<file path="config.mk">
export PLATFORM = sky130hd
export DESIGN_NAME = threshold_trigger
export DESIGN_NICKNAME = d
export VERILOG_FILES = /design/src/rtl/threshold_trigger_pkg.sv /design/src/rtl/threshold_trigger_sat_counter.sv /design/src/rtl/threshold_trigger.sv
export SDC_FILE = /design/constraint.sdc
export NUM_CORES = 1
export LEC_CHECK = 0
export ABC_AREA = 0
export ABC_CLOCK_PERIOD_IN_PS = 4400
export BUFFER_PORTS_ARGS = -buffer_cell sky130_fd_sc_hd__buf_2
export CAP_MARGIN = 25
export CORE_MARGIN = 3
export CORE_UTILIZATION = 57
export CTS_CLUSTER_DIAMETER = 120
export DETAILED_ROUTE_END_ITERATION = 7
export HOLD_SLACK_MARGIN = 0.1
export PLACE_DENSITY = 0.86
export SYNTH_ARGS = -nofsm -noshare
export SYNTH_HDL_FRONTEND = slang
export SYNTH_SLANG_ARGS = --single-unit
</file>
<file path="constraint.sdc">
create_clock -name clk -period 4.4 [get_ports clk]
set_input_delay 0.44 -clock clk [delete_from_list [all_inputs] [get_ports clk]]
set_output_delay 0.44 -clock clk [all_outputs]
set_load 0.02 [all_outputs]
</file>
<file path="src/rtl/threshold_trigger_pkg.sv">
// Shared constants for the threshold trigger: default widths and FSM encoding.
package threshold_trigger_pkg;

   localparam int DATA_W_DEF = 16;
   localparam int CNT_W_DEF  = 16;
   localparam int EVT_W_DEF  = 32;

   // Encoding is visible to software through state_o, so values are fixed.
   typedef enum logic [2:0] {
      ST_IDLE    = 3'd0,
      ST_ARMED   = 3'd1,
      ST_QUALIFY = 3'd2,
      ST_HOLDOFF = 3'd3,
      ST_REARM   = 3'd4
   } state_e;

   // Dwell of zero behaves like a dwell of one.
   function automatic logic [CNT_W_DEF-1:0] dwell_floor1(input logic [CNT_W_DEF-1:0] d);
      return (d == '0) ? CNT_W_DEF'(1) : d;
   endfunction

endpackage

</file>
<file path="src/rtl/threshold_trigger_sat_counter.sv">
// Saturating event counter: synchronous clear has priority over increment,
// so a clear and an increment in the same cycle leave the count at one.
module sat_counter #(
   parameter int W = 32
) (
   input  logic         clk,
   input  logic         rst_n,
   input  logic         clr,
   input  logic         inc,
   output logic [W-1:0] count
);

   logic [W-1:0] count_q, count_d;

   // Clear first, then increment unless already at all-ones.
   always_comb begin
      count_d = clr ? '0 : count_q;
      if (inc && (count_d != '1)) begin
         count_d = count_d + W'(1);
      end
   end

   // Count register.
   always_ff @(posedge clk or negedge rst_n) begin
      if (!rst_n) begin
         count_q <= '0;
      end else begin
         count_q <= count_d;
      end
   end

   assign count = count_q;

endmodule

</file>
<file path="src/rtl/threshold_trigger.sv">
// Hysteretic threshold trigger with dwell qualification, holdoff dead time,
// peak capture and a saturating fire counter.
module threshold_trigger
   import threshold_trigger_pkg::*;
#(
   parameter int DATA_W = DATA_W_DEF,
   parameter int CNT_W  = CNT_W_DEF,
   parameter int EVT_W  = EVT_W_DEF
) (
   input  logic                     clk,
   input  logic                     reset,
   input  logic                     enable,
   input  logic signed [DATA_W-1:0] din,
   input  logic signed [DATA_W-1:0] thr_hi,
   input  logic signed [DATA_W-1:0] thr_lo,
   input  logic        [CNT_W-1:0]  dwell,
   input  logic        [CNT_W-1:0]  holdoff,
   input  logic                     clr_count,
   output logic                     trig,
   output logic                     armed,
   output logic        [2:0]        state_o,
   output logic signed [DATA_W-1:0] peak,
   output logic        [EVT_W-1:0]  evt_count,
   output logic                     cfg_err
);

   state_e                    state_q, state_d;
   logic                      trig_q, trig_d;
   logic                      cfg_err_q, cfg_err_d;
   logic signed [DATA_W-1:0]  peak_q, peak_d;
   logic signed [DATA_W-1:0]  run_max_q, run_max_d;
   logic        [CNT_W-1:0]   run_cnt_q, run_cnt_d;
   logic        [CNT_W-1:0]   need_q, need_d;     // dwell latched for this run
   logic        [CNT_W-1:0]   hold_q, hold_d;     // remaining holdoff cycles
   logic        [CNT_W-1:0]   dwell_eff;
   logic        [CNT_W-1:0]   run_nxt;
   logic                      ge_hi, le_lo;
   logic                      fire;

   assign ge_hi     = (din >= thr_hi);
   assign le_lo     = (din <= thr_lo);
   assign dwell_eff = (dwell == '0) ? CNT_W'(1) : dwell;
   assign run_nxt   = run_cnt_q + CNT_W'(1);

   // Next-state, run tracking and fire decision.
   always_comb begin
      state_d   = state_q;
      trig_d    = 1'b0;
      peak_d    = peak_q;
      run_max_d = run_max_q;
      run_cnt_d = run_cnt_q;
      need_d    = need_q;
      hold_d    = hold_q;
      fire      = 1'b0;
      cfg_err_d = (thr_lo > thr_hi);

      if (!enable || cfg_err_q) begin
         // Disarm: counters cleared, peak and event count kept.
         state_d   = ST_IDLE;
         run_cnt_d = '0;
         hold_d    = '0;
      end else begin
         unique case (state_q)
            ST_IDLE: begin
               state_d = ST_ARMED;
            end
            ST_ARMED: begin
               if (ge_hi) begin
                  run_cnt_d = CNT_W'(1);
                  run_max_d = din;
                  need_d    = dwell_eff;
                  if (dwell_eff == CNT_W'(1)) begin
                     fire = 1'b1;
                  end else begin
                     state_d = ST_QUALIFY;
                  end
               end
            end
            ST_QUALIFY: begin
               if (ge_hi) begin
                  run_cnt_d = run_nxt;
                  if (din > run_max_q) begin
                     run_max_d = din;
                  end
                  if (run_nxt >= need_q) begin
                     fire = 1'b1;
                  end
               end else begin
                  // Broken run: drop back without touching peak.
                  run_cnt_d = '0;
                  state_d   = ST_ARMED;
               end
            end
            ST_HOLDOFF: begin
               // din is ignored; leave after exactly the latched count.
               if (hold_q <= CNT_W'(1)) begin
                  hold_d  = '0;
                  state_d = ST_REARM;
               end else begin
                  hold_d = hold_q - CNT_W'(1);
               end
            end
            ST_REARM: begin
               // The re-arming sample is not also tested against thr_hi.
               if (le_lo) begin
                  state_d = ST_ARMED;
               end
            end
            default: begin
               state_d = ST_IDLE;
            end
         endcase

         if (fire) begin
            trig_d    = 1'b1;
            peak_d    = run_max_d;
            run_cnt_d = '0;
            hold_d    = holdoff;
            state_d   = (holdoff == '0) ? ST_REARM : ST_HOLDOFF;
         end
      end
   end

   // State and datapath registers.
   always_ff @(posedge clk or negedge reset) begin
      if (!reset) begin
         state_q   <= ST_IDLE;
         trig_q    <= 1'b0;
         cfg_err_q <= 1'b0;
         peak_q    <= '0;
         run_max_q <= '0;
         run_cnt_q <= '0;
         need_q    <= '0;
         hold_q    <= '0;
      end else begin
         state_q   <= state_d;
         trig_q    <= trig_d;
         cfg_err_q <= cfg_err_d;
         peak_q    <= peak_d;
         run_max_q <= run_max_d;
         run_cnt_q <= run_cnt_d;
         need_q    <= need_d;
         hold_q    <= hold_d;
      end
   end

   sat_counter #(
      .W (EVT_W)
   ) u_evt (
      .clk   (clk),
      .rst_n (reset),
      .clr   (clr_count),
      .inc   (fire),
      .count (evt_count)
   );

   assign trig    = trig_q;
   assign armed   = (state_q == ST_ARMED) || (state_q == ST_QUALIFY);
   assign state_o = state_q;
   assign peak    = peak_q;
   assign cfg_err = cfg_err_q;

endmodule

</file>
==> results of run 1 <==
## worst min path at each step
| stage | to | slack, ns | depth (start not counted) |
|---|---|---|---|
| after CTS | need_q[11] | 0.26 | 2 |
| final | need_q[11] | 0.27 | 2 |
| after floorplan | cfg_err | 0.14 | 0 |
| after global placement | hold_q[6] | 0.41 | 1 |
| after detailed placement | hold_q[5] | 0.41 | 1 |
| after global routing | need_q[6] | 0.27 | 2 |
## Yosys cell counts, types with 6 or more instances
| cell type | n |
|---|---|
| sky130_fd_sc_hd__mux2_2 | 21 |
| sky130_fd_sc_hd__nor2b_1 | 20 |
| sky130_fd_sc_hd__nor3_1 | 22 |
| sky130_fd_sc_hd__a211oi_1 | 14 |
| sky130_fd_sc_hd__and4_1 | 6 |
| sky130_fd_sc_hd__o21ai_0 | 50 |
| sky130_fd_sc_hd__mux2i_1 | 18 |
| sky130_fd_sc_hd__nand2b_1 | 16 |
| sky130_fd_sc_hd__inv_1 | 74 |
| sky130_fd_sc_hd__o211ai_1 | 7 |
| sky130_fd_sc_hd__nor2_1 | 73 |
| sky130_fd_sc_hd__and3_1 | 12 |
| sky130_fd_sc_hd__nand2_1 | 50 |
| sky130_fd_sc_hd__nor4_1 | 10 |
| sky130_fd_sc_hd__a21o_1 | 13 |
| sky130_fd_sc_hd__dfrtp_1 | 117 |
| sky130_fd_sc_hd__xnor2_1 | 24 |
| sky130_fd_sc_hd__or4_1 | 10 |
| sky130_fd_sc_hd__a21oi_1 | 65 |
| sky130_fd_sc_hd__ha_1 | 84 |
| sky130_fd_sc_hd__nand4_1 | 20 |
| sky130_fd_sc_hd__xor2_1 | 6 |
| sky130_fd_sc_hd__or3_1 | 8 |
| sky130_fd_sc_hd__a22o_1 | 11 |
| sky130_fd_sc_hd__nand3_1 | 38 |
| sky130_fd_sc_hd__clkbuf_1 | 26 |
## power by group through the flow
stage	combinational [mW]	clock [mW]	sequential [mW]
finish	1.05	1.49	1.41
global route	1.18	1.54	1.43
CTS	1.05	1.50	1.41
detailed placement	1.02	0	1.42
global placement	0.987	0	1.41
floorplan	0.624	0	1.46
## what timing repair did
item	in CTS	in global routing
resized for setup	0	5
setup buffers	0	0
hold buffers	1	0
endpoints found under the setup margin	0	13
endpoints found under the hold margin	33	0
## registers in the layout (all words and copies together), names as in the netlist
register and cells:
u_evt.count 32, trig 1, cfg_err 1, need_q 16, hold_q 16, run_cnt_q 16, state_o 3, peak 16
run_max_q 16
## routing by layer
layer,global-route usage,vias up,share of wire
li1,-,3463,-
met1,0.370,3476,0.44
met2,0.460,266,0.48
met3,0.0595,38,0.061
met4,0.0920,0,0.021
met5,0,-,0
## layout make-up
class,instances,area (sq um)
Clock buffer,23,488
Clock inverter,8,146
Tap cell,176,220
Inverter,74,278
Fill cell,1026,3920
Antenna cell,1,2.50
Timing Repair Buffer,151,796
Sequential cell,117,2930
Multi-Input combinational cell,660,4620
## logic make-up (layout without fill, tap and decap cells)
kind of cell    count (synthesis)  in the layout
buf+inv                       104            256
xor+xnor                       30             30
fa+ha+maj                      84             84
mux                            39             39
simple gates                  308            308
flops                         117            117
compound gates                199            199
other cells                     0              1
## worst max-delay path, stage by stage, from the launching register on
cell and delay [ns]:
sky130_fd_sc_hd__dfrtp_1 0.45, sky130_fd_sc_hd__nand3_1 0.12, sky130_fd_sc_hd__nor2_1 0.25, sky130_fd_sc_hd__nand3_1 0.21, sky130_fd_sc_hd__inv_1 0.17, sky130_fd_sc_hd__nand3_1 0.16, sky130_fd_sc_hd__xnor2_1 0.19, sky130_fd_sc_hd__ha_1 0.32
sky130_fd_sc_hd__and4_1 0.22, sky130_fd_sc_hd__o21ai_0 0.09, sky130_fd_sc_hd__o32a_1 0.28, sky130_fd_sc_hd__a211o_1 0.33, sky130_fd_sc_hd__a41o_1 0.25, sky130_fd_sc_hd__or4_4 0.52, sky130_fd_sc_hd__or4_1 0.42, sky130_fd_sc_hd__a21oi_1 0.16
## through the flow
| stage | cell area [sq um] | power [mW] | utilization |
|---|---|---|---|
| final | 9480 | 3.95 | 0.707 |
| after global routing | 9480 | 4.16 | 0.707 |
| after CTS | 9470 | 3.95 | 0.706 |
| after detailed placement | 8820 | 2.44 | 0.658 |
| after global placement | 8820 | 2.40 | 0.658 |
| after floorplan | 7920 | 2.09 | - |
==> results.cfg, run 1 <==
[logic_synthesis]
main_combinational_cell_family_by_area_after_synthesis = simple AND/OR/NAND/NOR gates
ys.warnings.count = 0
synth_simple_gate_area_frac = 0.204
post_synth_fa_ha_maj_area_fraction = 0.133
synth_top_cell_area_share = 0.370
postSynth.topFlopCell = sky130_fd_sc_hd__dfrtp_1
synth_enable_flop_cells = 0
synth_sequential_area_ratio = 0.370
netlist.top_cell.by_area = sky130_fd_sc_hd__dfrtp_1
synth_compound_gate_area_share = 0.158
synthDistinctLibCells = 61
syn_nets = 1049
yosys-top-cells-area = sky130_fd_sc_hd__dfrtp_1 (37%), sky130_fd_sc_hd__ha_1 (13%), sky130_fd_sc_hd__a21oi_1 (4.1%), sky130_fd_sc_hd__inv_1 (3.5%), sky130_fd_sc_hd__nor2_1 (3.5%)
synth_xor_xnor_area_share = 0.0332
synth_mux_area_frac = 0.0526
synth_seq_cells = 117
post_synth_arst_share = 1.00
syn_avg_cell_area_sq_um = 8.99
synth_cells = 881
netlist_area_sq_um = 7920

[timing]
fin_crit_share = 0.961
finalMaxSlewViolations = 0
finClkSkew_ns = 0.00914
final_setup_violation_count = 0
hold_ws_ns = 0.265
worst_slew_margin_rel = 0.417
fin_crit_ns = 4.23
final_worst_setup_slack_ns = 0.171
worst_pin_slew_ns = 0.874
unrepaired_setup_endpoints_after_global_routing = false
maxClockFrequency_ghz = 0.236
post_route_setup_tns_ns = 0
hold_violations = 0

[layout]
layout.cells.most_common_list = sky130_fd_sc_hd__buf_2 (136), sky130_fd_sc_hd__dfrtp_1 (116), sky130_fd_sc_hd__ha_1 (83)
area_growth_syn_to_layout_pct = 19.7
drive_gt1_frac = 0.210
mostFrequentLayoutCell = sky130_fd_sc_hd__buf_2
final-instance-count-excl-fill = 1210
design.final.nets = 1189

[worst_setup_path]
reg2reg_from = run_cnt_q[2]
critical_path.endpoint_type = flop
crit_start = run_cnt_q[2]
setup.worst_path.start_class = flop
cp.arrival_ns = 4.57
r2r_end = u_evt.count[31]
crit_fanout = 6
r2r.worst_path.cells = 15
cp_data_required_time_ns = 4.74
rrSetupSlack_ns = 0.17
worstSetupPathType = flop to flop
worst_setup_path_endpoint = u_evt.count[31]

[detailed_routing]
detailroute.via_count = 7243
route.detailed.drc = 0
post_drt_via_cell_ratio = 5.99
dr.first_iter.drc_count = 827
detailedRoute.firstPassIterationCount = 5
drt-total-wl_microns = 21000
count_of_nets_left_with_antenna_violations_after_detail_routing = 0
post_drt_wl_per_cell_microns = 17.4

[power_and_ir_drop]
intPower_mw = 2.72
combinationalPowerShare = 0.266
portion_of_total_power_attributed_to_sequential_cells = 0.357
psw_mw = 1.24
cellPowerDensity_nw_per_um2 = 417
total_leakage_power_nw = 4.68
power.share.clock = 0.378
swShare = 0.313
peakVddDrop_mv = 0.321

[floorplanning]
fp.dieArea_sq_um = 15300
placement_rows = 42
design.core.area_sq_um = 13400
floorplan.initialDensity = 0.591
chipHeight_microns = 124
io_pins = 138
die_x_microns = 124

[placed_design]
post-place-ws_ns = 0.234
place_inst = 1177
port_buffers = 137
globalplace.congestion = 0.896
dp_hpwl_microns = 15100

[clock_network]
cts_sink_count = 117
cts_inserted_buffers = 17
cts_max_level = 4
clockRootBuffer = sky130_fd_sc_hd__clkbuf_16
path_clk_slew_ns = 0.05
clockBufferDepth = 2
cts_tree = built
clkLatencyLatePin_ns = 0.42

[global_routing]
grt_overflow_total = 0
maximum_number_of_pins_on_one_net_before_global_route_repair = 52
antenna_found_initial = 0
global_route.usage.total = 0.280
grt_first_pass_wirelength_microns = 33900
grt_pass1_vias = 7011

[hold_path]
hold_path.class = primary input to flop
hold_start = dwell[11]

[run]
maxCapViolCount = 0

[status]
run_status = complete, no violations
(Power assumes the default switching activity.)
==> run 2: changes to the inputs <==
Settings changed: ABC_AREA 0 to 1, CTS_CLUSTER_DIAMETER 120 to 100, PLACE_DENSITY 0.86 to 0.85.
==> results.cfg, run 2 <==
[logic_synthesis]
netlist_area_sq_um = 9550
synth_top_cell_area_share = 0.307
synth_seq_cells = 117
syn_avg_cell_area_sq_um = 6.59
synth_sequential_area_ratio = 0.307
ys.warnings.count = 0
yosys-top-cells-count = sky130_fd_sc_hd__nand2_1 (491), sky130_fd_sc_hd__inv_1 (250), sky130_fd_sc_hd__dfrtp_1 (117), sky130_fd_sc_hd__nor2_1 (108), sky130_fd_sc_hd__nand3_1 (95)
synth_enable_flop_cells = 0
synth_cells = 1448
syn_nets = 1616
post_synth_arst_share = 1.00
postSynth.topFlopCell = sky130_fd_sc_hd__dfrtp_1
netlist.top_cell.by_area = sky130_fd_sc_hd__dfrtp_1
yosysMostFrequentCell = sky130_fd_sc_hd__nand2_1
synthDistinctLibCells = 38
yosys-top-cells-area = sky130_fd_sc_hd__dfrtp_1 (31%), sky130_fd_sc_hd__nand2_1 (19%), sky130_fd_sc_hd__ha_1 (11%), sky130_fd_sc_hd__inv_1 (9.8%), sky130_fd_sc_hd__nand3_1 (5.0%)

[hold_path]
hold_start = dwell[2]
hold_path_end = need_q[2]
whs_path_depth = 3
hold_path.class = primary input to flop

[power_and_ir_drop]
peakVddDrop_mv = 0.337
total_leakage_power_nw = 6.47
cellPowerDensity_nw_per_um2 = 408

[worst_setup_path]
rrSetupSlack_ns = 0.44
crit_slowest_cell = sky130_fd_sc_hd__dfrtp_1
crit_fanout = 30
worstSetupPathType = flop to flop
setup.worst_path.start_class = flop
r2r_end = u_evt.count[7]
critical_path.n_buffers_inverters = 3
cp_data_required_time_ns = 4.70
critical_path.max_stage_delay_ns = 0.42
critical_path.endpoint_type = flop
crit_chain = nand2_1 > nor2_1 > nand3_1 > nor2_1 > inv_1 > nor2_1 > nand3_1 > nor2_1 > xor2_1 > inv_1 > ha_1 > a21oi_1 > nor2_1 > nor2_1 > nand3_1 > nor2_1 > a21oi_2 > nand2_1 > nor2_8 > o21ai_2 > clkinv_2 > nand2_1 > nand2_1
worst_path_most_repeated_cell = sky130_fd_sc_hd__nor2_1
reg2reg_from = run_cnt_q[0]
cp.arrival_ns = 4.26
r2r.worst_path.cells = 23
cpLargestDelayFamily = simple AND/OR/NAND/NOR gates

[timing]
finClkSkew_ns = 0.00757
fin_crit_share = 0.900
unrepaired_setup_endpoints_after_global_routing = false
worst_slew_margin_rel = 0.500
post_route_setup_tns_ns = 0
finalMaxSlewViolations = 0
final_setup_violation_count = 0
hold_violations = 0
fin_crit_ns = 3.96
worst_pin_slew_ns = 0.748
maxClockFrequency_ghz = 0.252

[floorplanning]
design.core.area_sq_um = 16100
chipHeight_microns = 135
placement_rows = 46
fp.dieArea_sq_um = 18300
io_pins = 138
floorplan.initialDensity = 0.592
die_x_microns = 135

[clock_network]
clkLatencyLatePin_ns = 0.42
cts_sink_count = 117
post-cts-setup-buffers = 0
cts_tree = built
clockRootBuffer = sky130_fd_sc_hd__clkbuf_16
clockBufferDepth = 2
cts_inserted_buffers = 17
path_clk_slew_ns = 0.06
cts_max_level = 4

[detailed_routing]
detailroute.via_count = 9741
count_of_nets_left_with_antenna_violations_after_detail_routing = 0
route.detailed.drc = 0
post_drt_via_cell_ratio = 5.38
detailedRoute.firstPassIterationCount = 5
dr.first_iter.drc_count = 727
post_drt_wl_per_cell_microns = 14.1
drt-total-wl_microns = 25600

[global_routing]
antenna_found_initial = 0
maximum_number_of_pins_on_one_net_before_global_route_repair = 58
grt_overflow_total = 0
grt_first_pass_wirelength_microns = 42800
grt_pass1_vias = 9334
global_route.usage.total = 0.285

[placed_design]
place_inst = 1779
dp_hpwl_microns = 19200
port_buffers = 137
globalplace.congestion = 0.949

[layout]
mostFrequentLayoutCell = sky130_fd_sc_hd__nand2_1
antenna_cells = 0
drive_gt1_frac = 0.124
largest_register_ffs = 32
final-instance-count-excl-fill = 1810
layout.cells.most_common_list = sky130_fd_sc_hd__nand2_1 (491), sky130_fd_sc_hd__inv_1 (250), sky130_fd_sc_hd__buf_2 (136)
area_growth_syn_to_layout_pct = 15.1
design.final.nets = 1751

[run]
maxCapViolCount = 0

[status]
run_status = complete, no violations
## run 2: changes by cell type in the layout (fill, tap and decap cells not counted), moves of 16 or more
cell | previous run | this run
sky130_fd_sc_hd__xnor2_1 | 24 | 6
sky130_fd_sc_hd__mux2i_1 | 18 | 0
sky130_fd_sc_hd__nand2_1 | 49 | 491
sky130_fd_sc_hd__nand3_1 | 37 | 95
sky130_fd_sc_hd__a21oi_1 | 65 | 34
sky130_fd_sc_hd__nand4_1 | 20 | 40
sky130_fd_sc_hd__nor2_1 | 72 | 107
sky130_fd_sc_hd__nand2b_1 | 16 | 0
sky130_fd_sc_hd__nor2b_1 | 20 | 0
sky130_fd_sc_hd__mux2_2 | 21 | 0
sky130_fd_sc_hd__inv_1 | 73 | 250
sky130_fd_sc_hd__xor2_1 | 6 | 46
## run 2: worst reg2reg max path: stages (launching register included)
cell	delay (ns)
sky130_fd_sc_hd__dfrtp_1	0.42
sky130_fd_sc_hd__nand2_1	0.09
sky130_fd_sc_hd__nor2_1	0.17
sky130_fd_sc_hd__nand3_1	0.14
sky130_fd_sc_hd__nor2_1	0.14
sky130_fd_sc_hd__inv_1	0.07
sky130_fd_sc_hd__nor2_1	0.17
sky130_fd_sc_hd__nand3_1	0.12
sky130_fd_sc_hd__nor2_1	0.15
sky130_fd_sc_hd__xor2_1	0.23
sky130_fd_sc_hd__inv_1	0.07
sky130_fd_sc_hd__ha_1	0.29
sky130_fd_sc_hd__a21oi_1	0.17
sky130_fd_sc_hd__nor2_1	0.07
sky130_fd_sc_hd__nor2_1	0.08
sky130_fd_sc_hd__nand3_1	0.08
sky130_fd_sc_hd__nor2_1	0.13
sky130_fd_sc_hd__a21oi_2	0.06
sky130_fd_sc_hd__nand2_1	0.41
sky130_fd_sc_hd__nor2_8	0.04
sky130_fd_sc_hd__o21ai_2	0.09
sky130_fd_sc_hd__clkinv_2	0.39
sky130_fd_sc_hd__nand2_1	0.18
sky130_fd_sc_hd__nand2_1	0.08
## run 2: routing by layer
metal  routed length [microns]  GRT usage  part of all wire
met5                         0          0                 0
met4                       628     0.0918             0.025
met3                      1910     0.0572             0.075
met2                     12100      0.472              0.47
met1                     11000      0.376              0.43
## run 2: worst max path at each step
stage | endpoint | slack (ns) | from | depth (start not counted)
5_1_grt | hold_q[10] | 0.02 | run_cnt_q[0] | 24
3_5_place_dp | u_evt.count[7] | 0.51 | run_cnt_q[0] | 23
2_1_floorplan | u_evt.count[12] | 1.27 | run_cnt_q[0] | 24
3_3_place_gp | u_evt.count[11] | 0.73 | run_cnt_q[0] | 23
6_report | u_evt.count[7] | 0.44 | run_cnt_q[0] | 23
4_1_cts | u_evt.count[7] | 0.47 | run_cnt_q[0] | 23
## run 2: cell families after synthesis
kind of cell / Yosys count / share of synthesized area
and+or+nand+nor: 787 / 0.349
xor gates and xnor gates: 52 / 0.0477
adders and majority gates: 84 / 0.110
AOI/OAI and AO/OA: 116 / 0.0663
DFF: 117 / 0.307
buffers and inverters: 292 / 0.121
## run 2: layout make-up
type | count | area (sq um)
fillers | 1445 | 5130
repair buffers | 151 | 796
clock inverters | 4 | 45.0
well taps | 216 | 270
multi-input cells | 1039 | 5470
flip-flops and latches | 117 | 2930
clock buffers | 26 | 509
inverters | 257 | 966
## run 2: where the power goes
group	switching (mW)	leakage (nW)	internal (mW)
combinational	1.10	4.63	0.597
sequential	0.163	1.57	1.31
clock	0.472	0.276	0.841
## run 2: repair_timing
action | CTS | global route
gates resized for setup | 0 | 1
hold buffers | 1 | 0
endpoints found under the hold margin | 20 | 0
endpoints found under the setup margin | 0 | 1
## run 2: per-stage QoR
stage | utilization | worst slack (ns) | hold slack [ns] | instance area, sq um | total power, mW
floorplan | - | 1.27 | 0.144 | 9550 | 2.67
global placement | 0.647 | 0.732 | 0.341 | 10400 | 3.09
detailed placement | 0.647 | 0.514 | 0.343 | 10400 | 3.15
CTS | 0.682 | 0.471 | 0.246 | 11000 | 4.48
global route | 0.682 | 0.0186 | 0.256 | 11000 | 4.82
finish | 0.682 | 0.439 | 0.255 | 11000 | 4.48
==> run 3: changes to the inputs <==
Settings changed: MAX_ROUTING_LAYER set to met4.
==> results.cfg, run 3 (synthesized netlist as in run 2, its figures left out) <==
[clock_network]
post-cts-setup-buffers = 0
cts_tree = built
cts_inserted_buffers = 17
path_clk_slew_ns = 0.05
clockRootBuffer = sky130_fd_sc_hd__clkbuf_16
cts_max_level = 4
cts_sink_count = 117
clockBufferDepth = 2
clkLatencyLatePin_ns = 0.42

[timing]
fin_crit_ns = 3.85
worst_slew_margin_rel = 0.508
finClkSkew_ns = 0.0102
worst_pin_slew_ns = 0.736
post_route_setup_tns_ns = 0
unrepaired_setup_endpoints_after_global_routing = false
hold_violations = 0
maxClockFrequency_ghz = 0.260
fin_crit_share = 0.875
final_setup_violation_count = 0
finalMaxSlewViolations = 0

[floorplanning]
die_x_microns = 135
design.core.area_sq_um = 16100
io_pins = 138
chipHeight_microns = 135
fp.dieArea_sq_um = 18300
placement_rows = 46
floorplan.initialDensity = 0.592

[worst_setup_path]
cp.arrival_ns = 4.21
setup.worst_path.start_class = flop
crit_fanout = 27
critical_path.endpoint_type = flop
cp_data_required_time_ns = 4.76
worstSetupPathType = flop to flop

[global_routing]
grt_first_pass_wirelength_microns = 42300
grt_pass1_vias = 9301
grt_overflow_total = 0
maximum_number_of_pins_on_one_net_before_global_route_repair = 51
global_route.usage.total = 0.289
antenna_found_initial = 0

[detailed_routing]
detailedRoute.firstPassIterationCount = 5
drt-total-wl_microns = 25500
detailroute.via_count = 9683
post_drt_via_cell_ratio = 5.35
route.detailed.drc = 0
count_of_nets_left_with_antenna_violations_after_detail_routing = 0
dr.first_iter.drc_count = 751
post_drt_wl_per_cell_microns = 14.1

[placed_design]
detailed_place.area_sq_um = 10400
port_buffers = 137
globalplace.congestion = 0.961
dp_hpwl_microns = 19100

[layout]
area_growth_syn_to_layout_pct = 15.6
design.final.nets = 1751
layout.core_utilization = 0.685
antenna_cells = 0
finalInstanceArea_sq_um = 11000
largest_register_ffs = 32
mostFrequentLayoutCell = sky130_fd_sc_hd__nand2_1
fill_cells = 1425
drive_gt1_frac = 0.127
layout.cells.most_common_list = sky130_fd_sc_hd__nand2_1 (490), sky130_fd_sc_hd__inv_1 (250), sky130_fd_sc_hd__buf_2 (136)

[hold_path]
hold_path.class = primary input to flop

[power_and_ir_drop]
peakVddDrop_mv = 0.390
design_power_total_mw = 4.60
cellPowerDensity_nw_per_um2 = 416
total_leakage_power_nw = 6.50

[status]
run_status = complete, no violations

[run]
maxCapViolCount = 0
## run 3: layer usage
metal | part of all wire | global-route usage | wire (microns)
met2 | 0.47 | 0.468 | 12100
met3 | 0.074 | 0.0565 | 1880
met1 | 0.43 | 0.370 | 11000
met4 | 0.020 | 0.0862 | 499
met5 | 0 | - | 0
## run 3: area by class of cell
type                       count  area (sq um)  share of cell area
clock inverter                10           128              0.0116
clock buffer                  21           480              0.0435
tap                          216           270              0.0245
sequential                   117          2930               0.265
multi-input combinational   1039          5470               0.496
timing repair buffer         151           796              0.0721
inverter                     257           966              0.0875
## run 3: per-stage QoR
step                cells  worst slack (ns)  hold WS, ns
global placement     1779             0.742        0.460
detailed placement   1779             0.532        0.463
finish               1811             0.550        0.252
global route         1811             0.124        0.244
floorplan            1448              1.27        0.144
CTS                  1811             0.438        0.240
## run 3: path summary, 6_finish.rpt
path,start,to,slack [ns],depth (start not counted)
min in group asynchronous,reset,peak[3],0.59,2
max in group asynchronous,reset,hold_q[4],2.82,3
max reg2reg,run_cnt_q[0],hold_q[6],0.55,24
min,dwell[2],need_q[2],0.25,3
min reg2reg,peak[4],peak[4],0.48,2
max,run_cnt_q[0],hold_q[6],0.55,24
## run 3: report_power, final
group / switching, mW / internal [mW] / total, mW
logic: 1.10 / 0.597 / 1.70
registers: 0.166 / 1.31 / 1.47
clock network: 0.489 / 0.939 / 1.43
total: 1.75 / 2.84 / 4.60
## run 3: critical path, stage by stage, from the launching register on
cell	delay [ns]
sky130_fd_sc_hd__dfrtp_1	0.43
sky130_fd_sc_hd__ha_1	0.22
sky130_fd_sc_hd__nand2_1	0.06
sky130_fd_sc_hd__nor2_1	0.21
sky130_fd_sc_hd__nand4_1	0.21
sky130_fd_sc_hd__nor2_1	0.14
sky130_fd_sc_hd__nand2_1	0.07
sky130_fd_sc_hd__inv_1	0.06
sky130_fd_sc_hd__nand4_1	0.08
sky130_fd_sc_hd__xor2_1	0.17
sky130_fd_sc_hd__inv_1	0.06
sky130_fd_sc_hd__ha_1	0.30
sky130_fd_sc_hd__nand4_1	0.14
sky130_fd_sc_hd__nor2_1	0.17
sky130_fd_sc_hd__nand2_1	0.08
sky130_fd_sc_hd__a21oi_1	0.13
sky130_fd_sc_hd__nor2_1	0.06
sky130_fd_sc_hd__a21oi_2	0.16
sky130_fd_sc_hd__nand2_2	0.22
sky130_fd_sc_hd__nor2_8	0.14
sky130_fd_sc_hd__buf_4	0.31
sky130_fd_sc_hd__nand2_1	0.09
sky130_fd_sc_hd__o21ai_0	0.10
sky130_fd_sc_hd__o21ai_0	0.11
sky130_fd_sc_hd__inv_1	0.06
## run 3: what timing repair did
action                                  4_1_cts  5_1_grt
endpoints found under the setup margin        0       39
hold endpoints to repair                     48        0
resized for setup                             0        2
hold buffers                                  1        0
